### src/rtl/bram_port_arbiter_pkg.sv
// Shared constants for the BRAM port arbiter: read-owner encoding and the
// default SPI address window.
package bram_port_arbiter_pkg;

  localparam logic [1:0] c_own_none = 2'd0;
  localparam logic [1:0] c_own_spi  = 2'd1;
  localparam logic [1:0] c_own_host = 2'd2;

  localparam logic [7:0] c_spi_window_default = 8'h00;

  // True when the top byte of an SPI byte address selects this BRAM.
  function automatic logic spi_in_window(input logic [31:0] addr, input logic [7:0] window);
    return addr[31:24] == window;
  endfunction

endpackage

### src/rtl/bram_port_arbiter.sv
// Single-port BRAM arbiter between a non-stallable SPI slave and a host.
//
// The SPI side gets a 1-deep pending slot that always issues on the cycle
// after its strobe, so it can never be lost. The host waits while an SPI op
// is pending, and also while an in-window SPI strobe is arriving, because
// that strobe is guaranteed to own the port on the next cycle. mem_rdata is
// steered by a 1-stage owner register and forwarded straight to the owner in
// the cycle it returns, then held in a capture register.
//
// owner_q    | meaning
// c_own_none | no read issued last cycle
// c_own_spi  | last cycle issued an SPI read, mem_rdata belongs to SPI
// c_own_host | last cycle issued a host read, mem_rdata belongs to host
module bram_port_arbiter
  import bram_port_arbiter_pkg::*;
#(
  parameter int unsigned c_addr_bits  = 4,
  parameter int unsigned c_data_width = 8,
  parameter logic [7:0]  c_spi_window = c_spi_window_default
) (
  input  logic                    clk,
  input  logic                    resetn,
  input  logic                    spi_wr,
  input  logic                    spi_rd,
  input  logic [31:0]             spi_addr,
  input  logic [c_data_width-1:0] spi_wdata,
  output logic [c_data_width-1:0] spi_rdata,
  input  logic                    host_req,
  input  logic                    host_we,
  input  logic [c_addr_bits-1:0]  host_addr,
  input  logic [c_data_width-1:0] host_wdata,
  output logic                    host_ack,
  output logic [c_data_width-1:0] host_rdata,
  output logic                    host_rvalid,
  output logic [c_addr_bits-1:0]  mem_addr,
  output logic                    mem_we,
  output logic [c_data_width-1:0] mem_wdata,
  input  logic [c_data_width-1:0] mem_rdata,
  output logic                    err_collide
);

  logic                    pend_valid;
  logic                    pend_we;
  logic [c_addr_bits-1:0]  pend_addr;
  logic [c_data_width-1:0] pend_data;

  logic                    spi_hit;
  logic                    issue_spi;
  logic                    issue_host;
  logic                    issue;
  logic                    sel_we;
  logic [c_addr_bits-1:0]  sel_addr;
  logic [c_data_width-1:0] sel_data;

  logic [c_addr_bits-1:0]  addr_q;
  logic [c_data_width-1:0] wdata_q;
  logic [1:0]              owner_q;
  logic [c_data_width-1:0] spi_rdata_q;
  logic [c_data_width-1:0] host_rdata_q;
  logic                    err_q;

  // Only the window byte and the low c_addr_bits of spi_addr matter; the
  // bits in between are deliberately dropped.
  logic spi_addr_unused;
  assign spi_addr_unused = ^spi_addr;

  assign spi_hit = (spi_wr | spi_rd) & spi_in_window(spi_addr, c_spi_window);

  // Arbitration: pending SPI first, then host unless SPI is about to claim the port.
  always_comb begin
    issue_spi  = pend_valid;
    issue_host = resetn & host_req & ~pend_valid & ~spi_hit;
    issue      = issue_spi | issue_host;
    if (issue_spi) begin
      sel_we   = pend_we;
      sel_addr = pend_addr;
      sel_data = pend_data;
    end else begin
      sel_we   = host_we;
      sel_addr = host_addr;
      sel_data = host_wdata;
    end
  end

  // BRAM drive: idle cycles keep the last address and never write.
  always_comb begin
    mem_we    = issue & sel_we;
    mem_addr  = issue ? sel_addr : addr_q;
    mem_wdata = (issue & sel_we) ? sel_data : wdata_q;
  end

  assign host_ack = issue_host;

  // Pending SPI slot: filled by any in-window strobe, drained the next cycle.
  always_ff @(posedge clk or negedge resetn) begin
    if (!resetn) begin
      pend_valid <= 1'b0;
      pend_we    <= 1'b0;
      pend_addr  <= '0;
      pend_data  <= '0;
    end else if (spi_hit) begin
      pend_valid <= 1'b1;
      pend_we    <= spi_wr;
      pend_addr  <= spi_addr[c_addr_bits-1:0];
      pend_data  <= spi_wdata;
    end else begin
      pend_valid <= 1'b0;
    end
  end

  // Remember the last issued address and write data for idle-cycle hold.
  always_ff @(posedge clk or negedge resetn) begin
    if (!resetn) begin
      addr_q  <= '0;
      wdata_q <= '0;
    end else if (issue) begin
      addr_q <= sel_addr;
      if (sel_we) wdata_q <= sel_data;
    end
  end

  // Owner of the read data returning next cycle.
  always_ff @(posedge clk or negedge resetn) begin
    if (!resetn) begin
      owner_q <= c_own_none;
    end else if (issue && !sel_we) begin
      owner_q <= issue_spi ? c_own_spi : c_own_host;
    end else begin
      owner_q <= c_own_none;
    end
  end

  // Capture returning read data so each side keeps its last result.
  always_ff @(posedge clk or negedge resetn) begin
    if (!resetn) begin
      spi_rdata_q  <= '0;
      host_rdata_q <= '0;
    end else begin
      if (owner_q == c_own_spi)  spi_rdata_q  <= mem_rdata;
      if (owner_q == c_own_host) host_rdata_q <= mem_rdata;
    end
  end

  // Sticky collision flag; a colliding strobe is still serviced as a write.
  always_ff @(posedge clk or negedge resetn) begin
    if (!resetn) begin
      err_q <= 1'b0;
    end else if (spi_wr && spi_rd) begin
      err_q <= 1'b1;
    end
  end

  assign spi_rdata   = (owner_q == c_own_spi)  ? mem_rdata : spi_rdata_q;
  assign host_rdata  = (owner_q == c_own_host) ? mem_rdata : host_rdata_q;
  assign host_rvalid = (owner_q == c_own_host);
  assign err_collide = err_q;

endmodule

### config.mk
export PLATFORM = sky130hd
export DESIGN_NAME = bram_port_arbiter
export DESIGN_NICKNAME = d
export VERILOG_FILES = /design/src/rtl/bram_port_arbiter_pkg.sv /design/src/rtl/bram_port_arbiter.sv
export SDC_FILE = /design/constraint.sdc
export NUM_CORES = 1
export LEC_CHECK = 0
export ABC_AREA = 1
export CAP_MARGIN = 20
export CELL_PAD_IN_SITES_DETAIL_PLACEMENT = 0
export CELL_PAD_IN_SITES_GLOBAL_PLACEMENT = 2
export CORE_MARGIN = 2
export CORE_UTILIZATION = 23
export DETAILED_ROUTE_END_ITERATION = 7
export MAX_ROUTING_LAYER = met4
export PLACE_DENSITY = 0.9
export RECOVER_POWER = 25
export SYNTH_ARGS = -nofsm -noshare
export SYNTH_HDL_FRONTEND = slang
export SYNTH_SLANG_ARGS = --single-unit
### constraint.sdc
create_clock -name clk -period 4 [get_ports clk]
set_input_delay 0.8 -clock clk [delete_from_list [all_inputs] [get_ports clk]]
set_output_delay 0.8 -clock clk [all_outputs]
set_load 0.1 [all_outputs]
# Word-level counts from Yosys, hierarchy flattened
# Index checks and enable logic that the tools add are counted.
[word_totals]
n_memories = 0
ramBits = 0
out_inout_bits = 32
input_bits = 66
latch_bits = 0
ff_bits = 45
elab_cells = 36
romBits = 0
[classes]
n_div = 0
add_sub_neg = 0
shifts = 0
muxes = 10
n_mul = 0
n_reduce_logical = 5
n_eq_ne = 2
n_lt_le_gt_ge = 0
n_bitwise = 9
[ops]
columns = ["cell", "n"]
rows = [
  ["$mux W8", 4],
  ["$logic_not A8 Y1", 1],
  ["$mux W4", 2],
  ["$and A1 B1 Y1", 5],
  ["$mux W2", 2],
  ["$eq A2 B1 Y1 const B", 1],
  ["$eq A2 B2 Y1 const B", 1],
  ["$logic_and A1 B1 Y1", 2],
  ["$mux W1", 2],
  ["$not A1 Y1", 2],
  ["$or A1 B1 Y1", 2],
  ["$reduce_and A2 Y1", 1],
  ["$logic_not A1 Y1", 1],
]

# Longest topological paths before layout
# Gate-level depths: netlist (run 1).
[depth]
depth_word = 7
depth_mapped = 8
mapped_depth_nobuf = 8

# Least setup slack after synthesis (run 1)
# OpenSTA, ideal clock, no wires.
[synth_timing]
path_type = "register -> output"
from = "register owner_q[0]"
to = "output port host_rdata[0]"
path_slack_ns = -1.216
t_arrival_ns = 4.416
stages_incl_launch_ff = 5
required_ns = 3.200
n_path_buf = 1
path_cell_list = "dfrtp_1 > nor2_1 > inv_1 > clkbuf_1 > o21ai_0"
[synth_between]
elab_chain_len = 2
[synth_lines]
columns = ["element", "line_no", "source"]
rows = [
  ["start: declaration", "bram_port_arbiter.sv:57", "logic [1:0] owner_q;"],
  ["start signal: assignment", "bram_port_arbiter.sv:125", "owner_q <= c_own_none;"],
  ["start signal: assignment", "bram_port_arbiter.sv:127", "owner_q <= issue_spi ? c_own_spi : c_own_host;"],
  ["start signal: assignment", "bram_port_arbiter.sv:129", "owner_q <= c_own_none;"],
  ["$eq A2 B2 Y1", "n/a", ""],
  ["via host_rvalid", "bram_port_arbiter.sv:34", "output logic host_rvalid,"],
  ["$mux W8", "bram_port_arbiter.sv:154", "assign host_rdata = (owner_q == c_own_host) ? mem_rdata : host_rdata_q;"],
  ["end: declaration", "bram_port_arbiter.sv:33", "output logic [c_data_width-1:0] host_rdata,"],
]
# The timed path passes the listed nets, and every way through them passes these cells.

# Worst setup path in the final report (run 1)
[layout_timing]
from = "input port spi_wr"
to = "output port mem_wdata[6]"
[layout_between]
elab_chain_len = 7
[layout_lines]
columns = ["element", "line_no", "source"]
rows = [
  ["start: declaration", "bram_port_arbiter.sv:23", "input logic spi_wr,"],
  ["$or A1 B1 Y1", "bram_port_arbiter.sv:67", "assign spi_hit = (spi_wr | spi_rd) & spi_in_window(spi_addr, c_spi_window);"],
  ["$and A1 B1 Y1", "bram_port_arbiter.sv:67", ""],
  ["$not A1 Y1", "bram_port_arbiter.sv:72", "issue_host = resetn & host_req & ~pend_valid & ~spi_hit;"],
  ["$and A1 B1 Y1", "bram_port_arbiter.sv:72", ""],
  ["$or A1 B1 Y1", "bram_port_arbiter.sv:73", "issue = issue_spi | issue_host;"],
  ["$and A1 B1 Y1", "bram_port_arbiter.sv:89", "mem_wdata = (issue & sel_we) ? sel_data : wdata_q;"],
  ["$mux W8", "bram_port_arbiter.sv:89", ""],
  ["end: declaration", "bram_port_arbiter.sv:37", "output logic [c_data_width-1:0] mem_wdata,"],
]
# Every way passes these cells.

==> results.md, run 1 <==
* Worst-path clk slew at 0.09 ns
* Failing checks: max-capacitance violations, max-slew violations
* Rows at 33
* Antenna diodes at 0
* Drt drc at 0
* CP arrival at 2.44 ns
* Final Critical Period at 3.24 ns
* Reg2Reg Launch Point: issue_spi
* Synth Area in Simple Gates at 0.319
* # H-tree levels at 2
* CTS tree: built
* Share of cells above drive strength 1 at 0.170
* Leak pwr at 1.54 nW
* Crit-path leading delay family: simple AND/OR/NAND/NOR gates
* Placer Congestion at 0.742
* PwrDens at 463 nW/um2
* IO Count at 98
* Worst Tran Pin Value at 2.44 ns
* Setup Viol. Count Final at 0
* Largest net degree at the start of global routing at 46
* Fin. Hold Viols at 0
* Setup WS pre-CTS at 0.702 ns
* Final slew viol count at 46
* Dpl hpwl at 3850 um
* Area Growth Syn to Fin at 52.8%
* Sequential share of the synthesized area at 0.569
* Inserted Clock Buffers at 5
* Fmax at 308 MHz
* Congestion Overflow GR at 0
* Clock Root Buffer: clkbuf_8
* IO buf count at 77
* Filler instances at 889
* Cell Area, Synth at 1980 um2
* Post-synthesis compound-gate area fraction at 0.0563
* Gates resized, CTS repair at 0
* Total power at 1.40 mW
* Cell count after synthesis at 237
* CTS Buffer Depth at 2
* Iteration count of the initial detailed-routing pass at 4
* Post-Synth XOR/XNOR Area at 0
* Worst path required time at 3.20 ns
* R2r setup slk at 2.18 ns
* Hold Crit Start: wdata_q[6]
* Post-synthesis adder-cell area fraction at 0
* Area of the multi-input gates at 742 um2
* Final antenna-violating net count at 0
* Worst Slack Setup Final at 0.756 ns
* Die width at 96.7 um
* Avg WL per Cell at 12.3 um
* Register area at 1130 um2
* Synth warn at 0
* Synthesized flop and latch total at 45
* CP max FO at 13
* Reg-to-Reg End: wdata_q[5]
* Hold-fix buffers at CTS at 0
* Critical path buffers and inverters at 3
* Nets at 383
* Slew headroom at -0.627
* Post-synth cell types at 19
* First DRT Iteration DRCs at 52
* Peak supply drop at 0.177 mV
* Largest family of logic cells by synthesized area: simple AND/OR/NAND/NOR gates
* Die area at 9360 um2
* Worst setup SP type: input pin
* Fin crit share at 0.811
* Chip Height at 96.7 um
* Clock Sink Count at 45
* Post-CTS Setup Bufs at 0
* Vias/cell at 4.05
* Setup crit end kind: primary output
* Initial core utilization at 0.240
* CP Depth at 10
* Worst Hold End: wdata_q[6]
* Worst path cell trace: clkdlybuf4s50_1, inv_2, nand2_1, nand3_1, o21bai_4, nand2_4, nand2_2, nand2_1, nand2_1, buf_12
* Depth of the most critical reg-to-reg path at 7
* Worst Skew at 0.00783 ns
* First-pass GRT wire length at 8830 um
* HP Class: flip-flop to flip-flop
* Crit path max-delay cell type: clkdlybuf4s50_1
* Via count at 1714
* Worst Setup SP: spi_wr
* Average size of a mapped cell at 8.35 um2
* Status: finished with violations
* Total track usage at 0.120
* Vias in the first global route at 1778
* Max cap viols at 1
* Routed wire length at 5210 um
* CP Class: input pin to primary output
* Layout Utilization at 0.366
* Core area at 8260 um2
* CP max stage delay at 0.47 ns
* RSZ-0062 raised after global routing: false
* Net count after synthesis at 303
* Clk_lat worst skew at 0.29 ns
* Setup TNS Final at 0 ns
* Initial antenna violation count at 0
* Hold Crit Depth at 2
* Post-synthesis mux area share at 0
* Most used cell, CP: nand2_1
==> synthesized netlist by cell type <==
cell	instances	area, um2
buf_2	2	10.0
buf_4	1	7.51
buf_6	2	22.5
clkbuf_1	2	7.51
dfrtp_1	45	1130
inv_1	13	48.8
inv_2	2	7.51
inv_4	1	6.26
nand2_1	124	465
nand2_2	1	6.26
nand2_4	1	11.3
nand3_1	8	40.0
nand3_2	6	60.1
nor2_1	8	30.0
nor2_2	1	6.26
nor2_4	1	11.3
o21ai_0	17	85.1
o21bai_1	1	7.51
o21bai_4	1	18.8
==> worst max-delay path by stage <==
stage,to,slack [ns]
2_1_floorplan,host_rdata[0],-0.48
3_3_place_gp,mem_wdata[6],0.72
3_5_place_dp,mem_wdata[6],0.70
4_1_cts,mem_wdata[6],0.70
5_1_grt,mem_wdata[2],0.60
6_report,mem_wdata[6],0.76
==> tightest hold or removal path: cells and delay by family (launching register included) <==
kind,cells,cell delay [ns]
simple gates,2,0.11
flops,1,0.33
==> state kept, by name, indices dropped and copies added (netlist names), 2 cells and up <==
| name | count |
|---|---|
| addr_q | 4 |
| host_rdata_q | 8 |
| owner_q | 2 |
| pend_addr | 4 |
| pend_data | 8 |
| spi_rdata_q | 8 |
| wdata_q | 8 |
==> per-stage QoR <==
stage | instances | hold slack [ns] | area (um2)
floorplan | 237 | 0.437 | 1980
global placement | 415 | 0.449 | 2940
detailed placement | 415 | 0.453 | 2940
CTS | 423 | 0.476 | 3030
global route | 423 | 0.494 | 3020
finish | 423 | 0.469 | 3020
==> final cells by class <==
class | count | share of cell area
sequential | 45 | 0.373
timing repair buffer | 80 | 0.289
tap | 105 | 0.0435
inverter | 16 | 0.0207
clock inverter | 2 | 0.00497
clock buffer | 6 | 0.0240
multi-input combinational | 169 | 0.246
==> cell usage in the layout, fill, tap and decap left out, drive strengths merged <==
cell type	instances
nand3	14
nand2	126
dfrtp	45
clkinvlp	2
buf	33
clkbuf	7
o21bai	2
inv	16
clkdlybuf4s50	46
nor2	10
o21ai	17
==> per-layer routing <==
layer,GRT usage,vias to the layer above,share of wire
met3,0.0260,5,0.038
met1,0.148,783,0.45
met4,0.0325,0,0.0073
li1,-,888,-
met2,0.198,38,0.51
met5,-,-,0
==> report_power, final <==
group / switching [mW] / internal [mW]
Clock: 0.157 / 0.123
Combinational: 0.424 / 0.173
Sequential: 0.0160 / 0.504
Total: 0.597 / 0.801
==> logic make-up (layout without fill, tap and decap cells) <==
family | Yosys count | in the layout
simple gates | 150 | 150
flops | 45 | 45
compound gates | 19 | 19
buf+inv | 23 | 104
(Power assumes the default switching activity.)
==> run 2: changes to the inputs <==
--- a/config.mk
+++ b/config.mk
@@ -10,10 +10,10 @@
 export CELL_PAD_IN_SITES_DETAIL_PLACEMENT = 0
 export CELL_PAD_IN_SITES_GLOBAL_PLACEMENT = 2
 export CORE_MARGIN = 2
-export CORE_UTILIZATION = 23
+export CORE_UTILIZATION = 21
 export DETAILED_ROUTE_END_ITERATION = 7
 export MAX_ROUTING_LAYER = met4
-export PLACE_DENSITY = 0.9
+export PLACE_DENSITY = 0.84
 export RECOVER_POWER = 25
 export SYNTH_ARGS = -nofsm -noshare
 export SYNTH_HDL_FRONTEND = slang
==> constraint.sdc (replaced) <==
create_clock -name clk -period 3.1 [get_ports clk]
set_input_delay 0.62 -clock clk [delete_from_list [all_inputs] [get_ports clk]]
set_output_delay 0.62 -clock clk [all_outputs]
set_load 0.1 [all_outputs]
==> results.md, run 2 (synthesis results as in run 1) <==
* Fin. Hold Viols at 0
* Vias/cell at 3.99
* Area after DPL at 3250 um2
* Routed wire length at 5210 um
* PwrDens at 594 nW/um2
* Hold-fix buffers at CTS at 0
* Inserted Clock Buffers at 5
* Fin crit share at 0.926
* Rows at 35
* Commonest non-fill, non-tap cell in the layout: nand2_1
* Hold_ws at 0.468 ns
* First DRT Iteration DRCs at 54
* Combinational Power Share at 0.446
* Initial antenna violation count at 0
* Antenna diodes at 0
* Final slew viol count at 0
* Die area at 10200 um2
* Fmax at 348 MHz
* Max cap viols at 0
* Gates resized, CTS repair at 0
* Total track usage at 0.114
* Internal Power at 1.20 mW
* CP max FO at 19
* Worst Skew at 0.0127 ns
* Sw frac at 0.399
* Initial core utilization at 0.215
* Setup WS pre-CTS at 0.244 ns
* Setup crit end kind: primary output
* Setup Viol. Count Final at 0
* RSZ-0062 raised after global routing: false
* Die width at 101 um
* Largest net degree at the start of global routing at 46
* Clock network power share at 0.216
* Worst Tran Pin Value at 1.13 ns
* Clock Root Buffer: clkbuf_8
* Clock Sink Count at 45
* # H-tree levels at 2
* Design area at 3350 um2
* Worst path required time at 2.48 ns
* First-pass GRT wire length at 8750 um
* Congestion Overflow GR at 0
* Via count at 1713
* Core area at 9200 um2
* Dpl hpwl at 3960 um
* Placer Congestion at 0.704
* CP Class: flip-flop to primary output
* CP arrival at 2.25 ns
* Nets at 384
* Final Critical Period at 2.87 ns
* Area Growth Syn to Fin at 69.2%
* HP Class: flip-flop to flip-flop
* Final antenna-violating net count at 0
* Setup TNS Final at 0 ns
* Post-CTS Setup Bufs at 0
* Status: complete, no violations
* Chip Height at 101 um
* Highest-count cells in the layout ignoring fill and taps: 124 x nand2_1, 45 x dfrtp_1, 44 x clkdlybuf4s50_1
* IO Count at 98
* Drt drc at 0
* Avg WL per Cell at 12.1 um
* IO buf count at 77
* Slew headroom at 0.245
* Iteration count of the initial detailed-routing pass at 4
* Worst-path clk slew at 0.08 ns
* CTS tree: built
* Switching power at 0.792 mW
* Worst setup SP type: flip-flop
* CTS Buffer Depth at 2
* Reg power frac at 0.337
* Clk_lat worst skew at 0.29 ns
* Leak pwr at 1.67 nW
* Peak supply drop at 0.207 mV
* Worst Slack Setup Final at 0.230 ns
* Share of cells above drive strength 1 at 0.211
* Vias in the first global route at 1807
-- run 2: area by class of cell --
type,instances,area [um2]
fillers,943,5850
repair buffers,81,1090
flip-flops and latches,45,1130
well taps,111,139
clock inverters,2,35.0
multi-input cells,169,827
inverters,16,62.6
clock buffers,5,68.8
-- run 2: routing by layer --
metal / vias to the layer above / routed length, um / track usage
met4: 0 / 90 / 0.0416
met2: 41 / 2600 / 0.185
li1: 891 / - / -
met5: - / 0 / -
met3: 6 / 160 / 0.0215
met1: 775 / 2360 / 0.140
-- run 2: metrics by stage --
step	total power [mW]	utilization	cells
final	1.99	0.364	429
after global routing	2.07	0.364	429
after CTS	2.01	0.364	429
after detailed placement	1.58	0.353	422
after global placement	1.57	0.353	422
after floorplan	1.22	-	237
-- run 2: power groups by stage --
stage               Sequential, mW  Combinational, mW  Clock, mW
floorplan                    0.678              0.543          0
global placement             0.680              0.891          0
detailed placement           0.683              0.895          0
CTS                          0.671              0.896      0.445
global route                 0.678              0.926      0.468
finish                       0.671              0.887      0.429
-- run 2: final timing paths --
check,startpoint,to,slack [ns],cells past startpoint
setup / recovery,issue_spi,mem_wdata[0],0.23,8
hold / removal,wdata_q[0],wdata_q[0],0.47,2
setup reg to reg,issue_spi,wdata_q[0],1.31,7
hold reg to reg,wdata_q[0],wdata_q[0],0.47,2
max in group asynchronous,resetn,wdata_q[0],1.77,2
min in group asynchronous,resetn,err_collide,0.63,2
-- run 2: worst max-delay path, stage by stage, from the launching register on --
cell and delay, ns:
dfrtp_1 0.59, inv_4 0.31, nand3_1 0.11, o21bai_4 0.20, nand2_4 0.10, buf_4 0.18
nand3_1 0.13, nand2_1 0.15, buf_12 0.18
==> run 3: changes to the inputs <==
--- a/config.mk
+++ b/config.mk
@@ -9,11 +9,11 @@
 export CAP_MARGIN = 20
 export CELL_PAD_IN_SITES_DETAIL_PLACEMENT = 0
 export CELL_PAD_IN_SITES_GLOBAL_PLACEMENT = 2
-export CORE_MARGIN = 2
-export CORE_UTILIZATION = 21
+export CORE_UTILIZATION = 22
+export CTS_BUF_LIST = sky130_fd_sc_hd__clkbuf_4 sky130_fd_sc_hd__clkbuf_8
 export DETAILED_ROUTE_END_ITERATION = 7
 export MAX_ROUTING_LAYER = met4
-export PLACE_DENSITY = 0.84
+export PLACE_DENSITY = 0.87
 export RECOVER_POWER = 25
 export SYNTH_ARGS = -nofsm -noshare
 export SYNTH_HDL_FRONTEND = slang
==> results.md, run 3 (synthesis results as in run 1) <==
* Clk_lat worst skew at 0.29 ns
* Hold_ws at 0.460 ns
* First-pass GRT wire length at 9070 um
* CP Class: input pin to primary output
* Combinational Power Share at 0.446
* Post-CTS Setup Bufs at 0
* Max cap viols at 0
* Hold-fix buffers at CTS at 0
* Crit path max-delay cell type: clkdlybuf4s50_1
* Area Growth Syn to Fin at 70.1%
* Reg power frac at 0.336
* Dpl hpwl at 3910 um
* Final slew viol count at 0
* IO Count at 98
* Gates resized, CTS repair at 0
* Status: complete, no violations
* Commonest non-fill, non-tap cell in the layout: nand2_1
* Worst path required time at 2.48 ns
* Layout Utilization at 0.386
* Die area at 9380 um2
* Chip Height at 96.8 um
* Most used cell, CP: nand2_1
* Largest net degree at the start of global routing at 46
* Die width at 96.8 um
* Post-layout instance count excluding filler cells at 429
* CP arrival at 2.22 ns
* Initial antenna violation count at 0
* Worst Tran Pin Value at 1.14 ns
* Internal Power at 1.20 mW
* Critical path buffers and inverters at 3
* First DRT Iteration DRCs at 43
* Vias/cell at 4.04
* Setup Viol. Count Final at 0
* Setup crit end kind: primary output
* Total power at 2.00 mW
* Setup WS pre-CTS at 0.242 ns
* Total track usage at 0.125
* Fin crit share at 0.915
* Switching power at 0.800 mW
* Worst setup SP type: input pin
* Final Critical Period at 2.84 ns
* Drt drc at 0
* Antenna diodes at 0
* Sw frac at 0.400
* Clock network power share at 0.218
* Worst path cell trace: clkdlybuf4s50_1, inv_2, nand2_1, nand3_1, o21bai_4, nand2_4, nand2_2, nand2_1, nand2_1, buf_12
* Nets at 387
* PwrDens at 593 nW/um2
* Clock Root Buffer: clkbuf_8
* HP Class: flip-flop to flip-flop
* Peak supply drop at 0.208 mV
* Setup TNS Final at 0 ns
* CTS Buffer Depth at 2
* Clock Sink Count at 45
* Vias in the first global route at 1883
* Rows at 34
* Worst Skew at 0.00396 ns
* IO buf count at 77
* RSZ-0062 raised after global routing: false
* Slew headroom at 0.240
* Leak pwr at 1.68 nW
* CP max stage delay at 0.47 ns
* Crit-path leading delay family: simple AND/OR/NAND/NOR gates
* Highest-count cells in the layout ignoring fill and taps: 124 x nand2_1, 45 x dfrtp_1, 44 x clkdlybuf4s50_1
* Core area at 8720 um2
* Via count at 1732
* Fmax at 353 MHz
* Initial core utilization at 0.227
* Share of cells above drive strength 1 at 0.218
* Fin. Hold Viols at 0
* # H-tree levels at 2
* Routed wire length at 5230 um
* Worst-path clk slew at 0.09 ns
* Final antenna-violating net count at 0
* Placer Congestion at 0.748
* Iteration count of the initial detailed-routing pass at 4
* Inserted Clock Buffers at 5
* DP Cell Count at 422
* Congestion Overflow GR at 0
* Area after DPL at 3260 um2
* Avg WL per Cell at 12.2 um
* CTS tree: built
* Worst Slack Setup Final at 0.265 ns
* CP max FO at 9
* Design area at 3370 um2
[run 3: cell type report]
class                   count  area [um2]
fillers                   864        5360
flip-flops and latches     45        1130
repair buffers             84        1110
multi-input cells         169         827
well taps                 108         135
clock buffers               5        68.8
inverters                  16        62.6
clock inverters             2        35.0
[run 3: worst paths after layout]
path                           endpoint  slack [ns]  depth (start not counted)      start
min reg2reg                  owner_q[0]        0.46                          1    pend_we
min                          owner_q[0]        0.46                          1    pend_we
max in group asynchronous    wdata_q[1]        1.78                          2     resetn
max reg2reg                  wdata_q[0]        1.63                          7  issue_spi
max                        mem_wdata[1]        0.26                         10     spi_wr
min in group asynchronous   err_collide        0.64                          2     resetn
[run 3: power groups by stage]
| stage | logic [mW] | registers (mW) | clock network [mW] |
|---|---|---|---|
| 2_1_floorplan | 0.543 | 0.678 | 0 |
| 3_3_place_gp | 0.893 | 0.680 | 0 |
| 6_report | 0.890 | 0.671 | 0.436 |
| 4_1_cts | 0.899 | 0.672 | 0.451 |
| 5_1_grt | 0.928 | 0.679 | 0.479 |
| 3_5_place_dp | 0.898 | 0.683 | 0 |
[run 3: routing by layer]
layer	track usage	part of all wire	vias to the layer above	routed length (um)
met4	0.0459	0.020	0	104
met2	0.206	0.48	49	2540
li1	-	-	894	-
met5	-	0	-	0
met3	0.0224	0.033	8	171
met1	0.153	0.46	781	2420
